File: src/rtl/floating_point_multiplier.sv
// floating_point_multiplier: 4-stage streaming IEEE-style multiplier, RNE rounding, denormals flushed to zero
module floating_point_multiplier #(
  parameter int EXP_WIDTH = 8,
  parameter int FRAC_WIDTH = 23,
  localparam int FP_WIDTH_REG = 1 + EXP_WIDTH + FRAC_WIDTH
) (
  input  logic                    clk_i,
  input  logic                    rst_n_i,
  input  logic [FP_WIDTH_REG-1:0] fp_a_i,
  input  logic [FP_WIDTH_REG-1:0] fp_b_i,
  input  logic                    valid_i,
  output logic [FP_WIDTH_REG-1:0] fp_o,
  output logic                    valid_o
);
  localparam int EW = EXP_WIDTH;
  localparam int FW = FRAC_WIDTH;
  localparam int MW = FW + 1;
  localparam int PW = 2 * MW;
  localparam int BIAS = (1 << (EW - 1)) - 1;
  localparam logic signed [EW+1:0] EMAX = (EW+2)'((1 << EW) - 1);
  localparam logic [FP_WIDTH_REG-1:0] QNAN = {1'b0, {EW{1'b1}}, 1'b1, {(FW-1){1'b0}}};
  logic [FP_WIDTH_REG-1:0] r1_a, r1_b, r4_y;
  logic r1_v, r2_v, r3_v, r4_v;
  logic r2_sg, r2_nan, r2_inf, r2_zero, r3_sg, r3_nan, r3_inf, r3_zero;
  logic signed [EW+1:0] r2_e, r3_e;
  logic [PW-1:0] r2_p;
  logic [FW-1:0] r3_m;
  logic r3_g, r3_s;
  logic [EW-1:0] w_ea, w_eb;
  logic [FW-1:0] w_fa, w_fb;
  logic w_za, w_zb, w_ia, w_ib, w_na, w_nb, w_hi;
  logic signed [EW+1:0] w_e2, w_e4;
  logic [PW-1:0] w_ma, w_mb;
  logic [MW-1:0] w_rnd;
  logic [FP_WIDTH_REG-1:0] w_inf, w_zero, w_y;
  always_comb begin
    w_ea = r1_a[FW +: EW];
    w_eb = r1_b[FW +: EW];
    w_fa = r1_a[FW-1:0];
    w_fb = r1_b[FW-1:0];
    w_za = w_ea == '0;
    w_zb = w_eb == '0;
    w_ia = &w_ea && w_fa == '0;
    w_ib = &w_eb && w_fb == '0;
    w_na = &w_ea && |w_fa;
    w_nb = &w_eb && |w_fb;
    w_e2 = {2'b0, w_ea} + {2'b0, w_eb} - (EW+2)'(BIAS);
    w_ma = {{MW{1'b0}}, 1'b1, w_fa};
    w_mb = {{MW{1'b0}}, 1'b1, w_fb};
    w_hi = r2_p[PW-1];
    w_rnd = {1'b0, r3_m} + MW'(r3_g & (r3_s | r3_m[0]));
    w_e4 = r3_e + (EW+2)'(w_rnd[FW]);
    w_inf = {r3_sg, {EW{1'b1}}, {FW{1'b0}}};
    w_zero = {r3_sg, {(EW+FW){1'b0}}};
    w_y = r3_nan ? QNAN : r3_inf ? w_inf : r3_zero ? w_zero :
          w_e4 >= EMAX ? w_inf : (w_e4[EW+1] || w_e4 == '0) ? w_zero :
          {r3_sg, w_e4[EW-1:0], w_rnd[FW-1:0]};
  end
  always_ff @(posedge clk_i or negedge rst_n_i) begin
    if (!rst_n_i) begin
      r1_a <= '0;
      r1_b <= '0;
      r1_v <= 1'b0;
      r2_sg <= 1'b0;
      r2_nan <= 1'b0;
      r2_inf <= 1'b0;
      r2_zero <= 1'b0;
      r2_e <= '0;
      r2_p <= '0;
      r2_v <= 1'b0;
      r3_sg <= 1'b0;
      r3_nan <= 1'b0;
      r3_inf <= 1'b0;
      r3_zero <= 1'b0;
      r3_e <= '0;
      r3_m <= '0;
      r3_g <= 1'b0;
      r3_s <= 1'b0;
      r3_v <= 1'b0;
      r4_y <= '0;
      r4_v <= 1'b0;
    end else begin
      r1_a <= fp_a_i;
      r1_b <= fp_b_i;
      r1_v <= valid_i;
      r2_sg <= r1_a[FP_WIDTH_REG-1] ^ r1_b[FP_WIDTH_REG-1];
      r2_nan <= w_na | w_nb | (w_za & w_ib) | (w_ia & w_zb);
      r2_inf <= w_ia | w_ib;
      r2_zero <= w_za | w_zb;
      r2_e <= w_e2;
      r2_p <= w_ma * w_mb;
      r2_v <= r1_v;
      r3_sg <= r2_sg;
      r3_nan <= r2_nan;
      r3_inf <= r2_inf;
      r3_zero <= r2_zero;
      // product of two [1,2) mantissas lies in [1,4); top bit picks the binade
      r3_e <= r2_e + (EW+2)'(w_hi);
      r3_m <= w_hi ? r2_p[PW-2 -: FW] : r2_p[PW-3 -: FW];
      r3_g <= w_hi ? r2_p[PW-2-FW] : r2_p[PW-3-FW];
      r3_s <= w_hi ? |r2_p[PW-3-FW:0] : |r2_p[PW-4-FW:0];
      r3_v <= r2_v;
      r4_y <= w_y;
      r4_v <= r3_v;
    end
  end
  assign fp_o = r4_y;
  assign valid_o = r4_v;
endmodule
File: config.mk
export PLATFORM = sky130hd
export DESIGN_NAME = floating_point_multiplier
export DESIGN_NICKNAME = d
export VERILOG_FILES = /design/src/rtl/floating_point_multiplier.sv
export SDC_FILE = /design/constraint.sdc
export NUM_CORES = 2
export LEC_CHECK = 0
export BUFFER_PORTS_ARGS = -buffer_cell sky130_fd_sc_hd__clkbuf_2
export CAP_MARGIN = 10
export CORE_ASPECT_RATIO = 0.6
export CORE_MARGIN = 8
export CORE_UTILIZATION = 40
export CTS_CLUSTER_DIAMETER = 50
export DETAILED_ROUTE_END_ITERATION = 10
export PLACE_DENSITY = 0.67
export SYNTH_ARGS = -nofsm -noshare
export SYNTH_HDL_FRONTEND = slang
export SYNTH_SLANG_ARGS = --single-unit
File: constraint.sdc
create_clock -name clk_i -period 7.3 [get_ports clk_i]
set_clock_uncertainty 0.05 [all_clocks]
set_input_delay 1.095 -clock clk_i [delete_from_list [all_inputs] [get_ports clk_i]]
set_output_delay 1.095 -clock clk_i [all_outputs]
set_load 0.03 [all_outputs]
==> impl_results.md <==
* Clock transition at path regs at 60 ps
* Core area at 63,960 um2
* Top FF cell, synth: dfrtp_1
* Starting DRT DRC Count at 1,480
* Initial antenna violation count at 1
* Largest net degree at the start of global routing at 120
* Residual DRC at 0
* Via/cell ratio at 4.968
* TritonCTS Buffers at 29
* Pre-antenna DRT Iters at 6
* Seq/Total Area, Yosys at 19.58%
* Worst slew margin at 39.21%
* Detailed Place HPWL at 56,350 um
* Synthesis-stage register bit count at 201
* Area growth, synth to finish at 12.32%
* Clock Latency Late Sink at 580 ps
* Worst slew pin tran at 911.9 ps
* N_diodes at 0
* Uppermost layer routed: met5
* I/O Pins at 100
* CTS Buffer Depth at 3
* Synthesized Nets at 3,371
* Top cell type's share of synthesized area at 37.64%
* Routed Antenna Nets at 0
* Vias in the first global route at 19,117
* Die area at 72,860 um2
* Asr flop ratio synth at 100.0%
* Status: completed
* Startpoint Class: flip-flop
* First-pass GRT wire length at 107,900 um
* WL per Instance at 18.48 um
* Fin crit period at 7105 ps
* PortBufs at 99
* Post-synthesis cell type with the largest combined area: fa_1
* Hold Crit Start: r3_v
* Layout cell share with drive strength beyond 1 at 11.93%
* Crit end category: flip-flop
* Final Cycle Share at 97.33%
* GRT Residual Overflow at 0
* Synth cell types at 59
* Cell Area, Synth at 25,690 um2
* Post-synthesis area per instance at 9.780 um2
* Max Cap Violations at 0
* Gr usage total at 18.91%
* Largest cells by area after synthesis: fa_1 38%, dfrtp_1 20%, ha_1 9.4%
* # rows at 72
* CTS tree: built
* Final Setup Violations at 0
* Class of the most critical setup path: reg2reg
* Worst setup margin at 194.7 ps
* Clock Root Buffer: clkbuf_16
* Final Hold Viols at 0
* Synthesis Warnings at 0
* Top fanout value on the critical path at 8
* Max Freq at 140.7 MHz
* Total Wirelength at 67,300 um
* RSZ-0062 raised after global routing: no
* H-tree lvl count at 1
* DR WL met3 at 7475 um
* Die width at 343.2 um
* Synthesized instance count at 2,627
* Fin. max-slew vios at 0
* Starting Density at 40.17%
* Routability congestion estimate at 0.9258
* Worst Hold Class: reg2reg
* CP arrival at 7500 ps
* Clock sink count at 201
* Post-placement setup slack at 20.77 ps
* Metal-1 WL at 30,560 um
* Met2 WL at 27,630 um
* Reg2Reg Launch Point: r1_b[12]
* Die H at 212.3 um
* Critical path required time at 7690 ps
* Layout filler cell count at 6,030
* Vias at 18,095
* Post-synth EDFFs at 0
* NumNets Final at 3,513
* Crit. Startpoint: r1_b[12]
[cell type report]
cell class	instances	area (um2)	area share, %
Multi-Input combinational cell	1724	18040	62.51
Clock buffer	36	782.0	2.710
Clock inverter	17	230.2	0.7978
Tap cell	851	1065	3.690
Inverter	594	2233	7.740
Sequential cell	201	5065	17.55
Timing Repair Buffer	219	1444	5.004
[metal layers]
metal	GRT usage [%]	vias up
li1	-	8122
met4	4.544	2
met5	0	-
met2	26.62	752
met1	28.33	9122
met3	5.617	97
[cell usage in the layout (no fill, tap or decap), types with 11 or more instances in the layout]
| cell | count |
|---|---|
| mux2_2 | 24 |
| xnor2_1 | 47 |
| dfrtp_1 | 173 |
| ha_1 | 194 |
| clkbuf_2 | 98 |
| nor2_1 | 98 |
| fa_1 | 483 |
| nand2_1 | 311 |
| dfrtp_2 | 28 |
| xor2_1 | 40 |
| nand4_1 | 17 |
| a21o_1 | 21 |
| nor4_1 | 22 |
| and2_1 | 242 |
| buf_4 | 116 |
| clkbuf_16 | 29 |
| o21ai_0 | 26 |
| and3_1 | 16 |
| inv_1 | 590 |
| a21oi_1 | 54 |
| nand3_1 | 26 |
| o21bai_1 | 11 |
[cell usage after synthesis (2+ instances only)]
| library cell | count |
|---|---|
| o211ai_1 | 6 |
| mux2_2 | 24 |
| o21ai_1 | 2 |
| a221oi_1 | 2 |
| nor2b_1 | 5 |
| ha_1 | 194 |
| a21o_1 | 21 |
| clkbuf_1 | 100 |
| nor2_1 | 98 |
| xnor2_1 | 47 |
| buf_2 | 5 |
| nor4_1 | 22 |
| nand2_1 | 311 |
| inv_1 | 591 |
| clkinv_1 | 3 |
| dfrtp_1 | 201 |
| nor3_1 | 10 |
| o22ai_1 | 2 |
| nand3_1 | 26 |
| or2_2 | 2 |
| a31oi_1 | 7 |
| o31ai_1 | 2 |
| a21boi_0 | 4 |
| or3_1 | 2 |
| a211oi_1 | 4 |
| o31a_1 | 2 |
| xor2_1 | 40 |
| nand4_1 | 17 |
| and2_1 | 242 |
| and3_1 | 16 |
| o41ai_1 | 2 |
| fa_1 | 483 |
| nand2b_1 | 5 |
| a22o_1 | 3 |
| o21a_1 | 9 |
| a21oi_1 | 54 |
| o21bai_1 | 11 |
| and4_1 | 3 |
| a2111oi_4 | 2 |
| o21ai_0 | 26 |
| a211o_1 | 2 |
| buf_1 | 2 |
[what timing repair did]
action                                  CTS  global route
buffers inserted                          0             5
hold buffers                              0             0
resized for setup                         1            32
pin swaps                                 0             1
endpoints found under the setup margin    2            14
[critical path, cell delays in order (launching register included)]
cell and delay (ps):
dfrtp_2 510, clkinvlp_4 230, nor2_1 90, fa_1 530, inv_1 50, fa_1 470
inv_1 50, fa_1 510, inv_1 60, fa_1 520, inv_1 50, fa_1 460
fa_1 490, inv_1 50, fa_1 480, inv_1 40, ha_1 330, and3_1 270
a2111oi_4 390, nor4b_1 110, buf_4 150, o211ai_1 220, nand2_1 230, o21ai_2 300
o2111ai_1 140, o311a_1 150
[path summary, 6_finish.rpt]
| check | endpoint | slack (ps) | cells after the start |
|---|---|---|---|
| setup / recovery | r2_p[39] | 190 | 25 |
| hold / removal | valid_o | 300 | 0 |
| setup reg to reg | r2_p[39] | 190 | 25 |
| hold reg to reg | valid_o | 300 | 0 |
| max in group asynchronous | r1_b[13] | 5380 | 2 |
| min in group asynchronous | r2_p[2] | 500 | 1 |
[kinds of logic (layout without fill, tap and decap cells)]
group	after synthesis	after routing	share of synthesized area [%]
xor gates and xnor gates	87	87	2.966
muxes	24	24	1.052
DFF	201	201	19.58
adders and majority gates	677	677	47.08
buffers and inverters	702	866	10.30
and+or+nand+nor	764	764	14.50
AOI/OAI and AO/OA	172	172	4.524
[state kept, by name, indices dropped and copies added (netlist names), 10 cells and up]
signal  flops
r3_m       23
r1_b       32
fp_o       32
r1_a       32
r3_e       10
r2_p       48
r2_e       10
[through the flow]
step / hold slack, ps / TNS [ps] / instance area [um2] / utilization, % / std cells
6_report: 296.4 / 0 / 28860 / 45.12 / 3642
5_1_grt: 310.0 / 0 / 28860 / 45.12 / 3642
4_1_cts: 299.8 / 0 / 28750 / 44.95 / 3637
3_5_place_dp: 285.6 / 0 / 27740 / 43.36 / 3584
3_3_place_gp: 281.7 / -0.6350 / 27740 / 43.36 / 3584
2_1_floorplan: 281.2 / 0 / 25690 / - / 2627
Power is not shown: default switching activity piles up to over one toggle a cycle in this logic, so the estimate is an artifact.
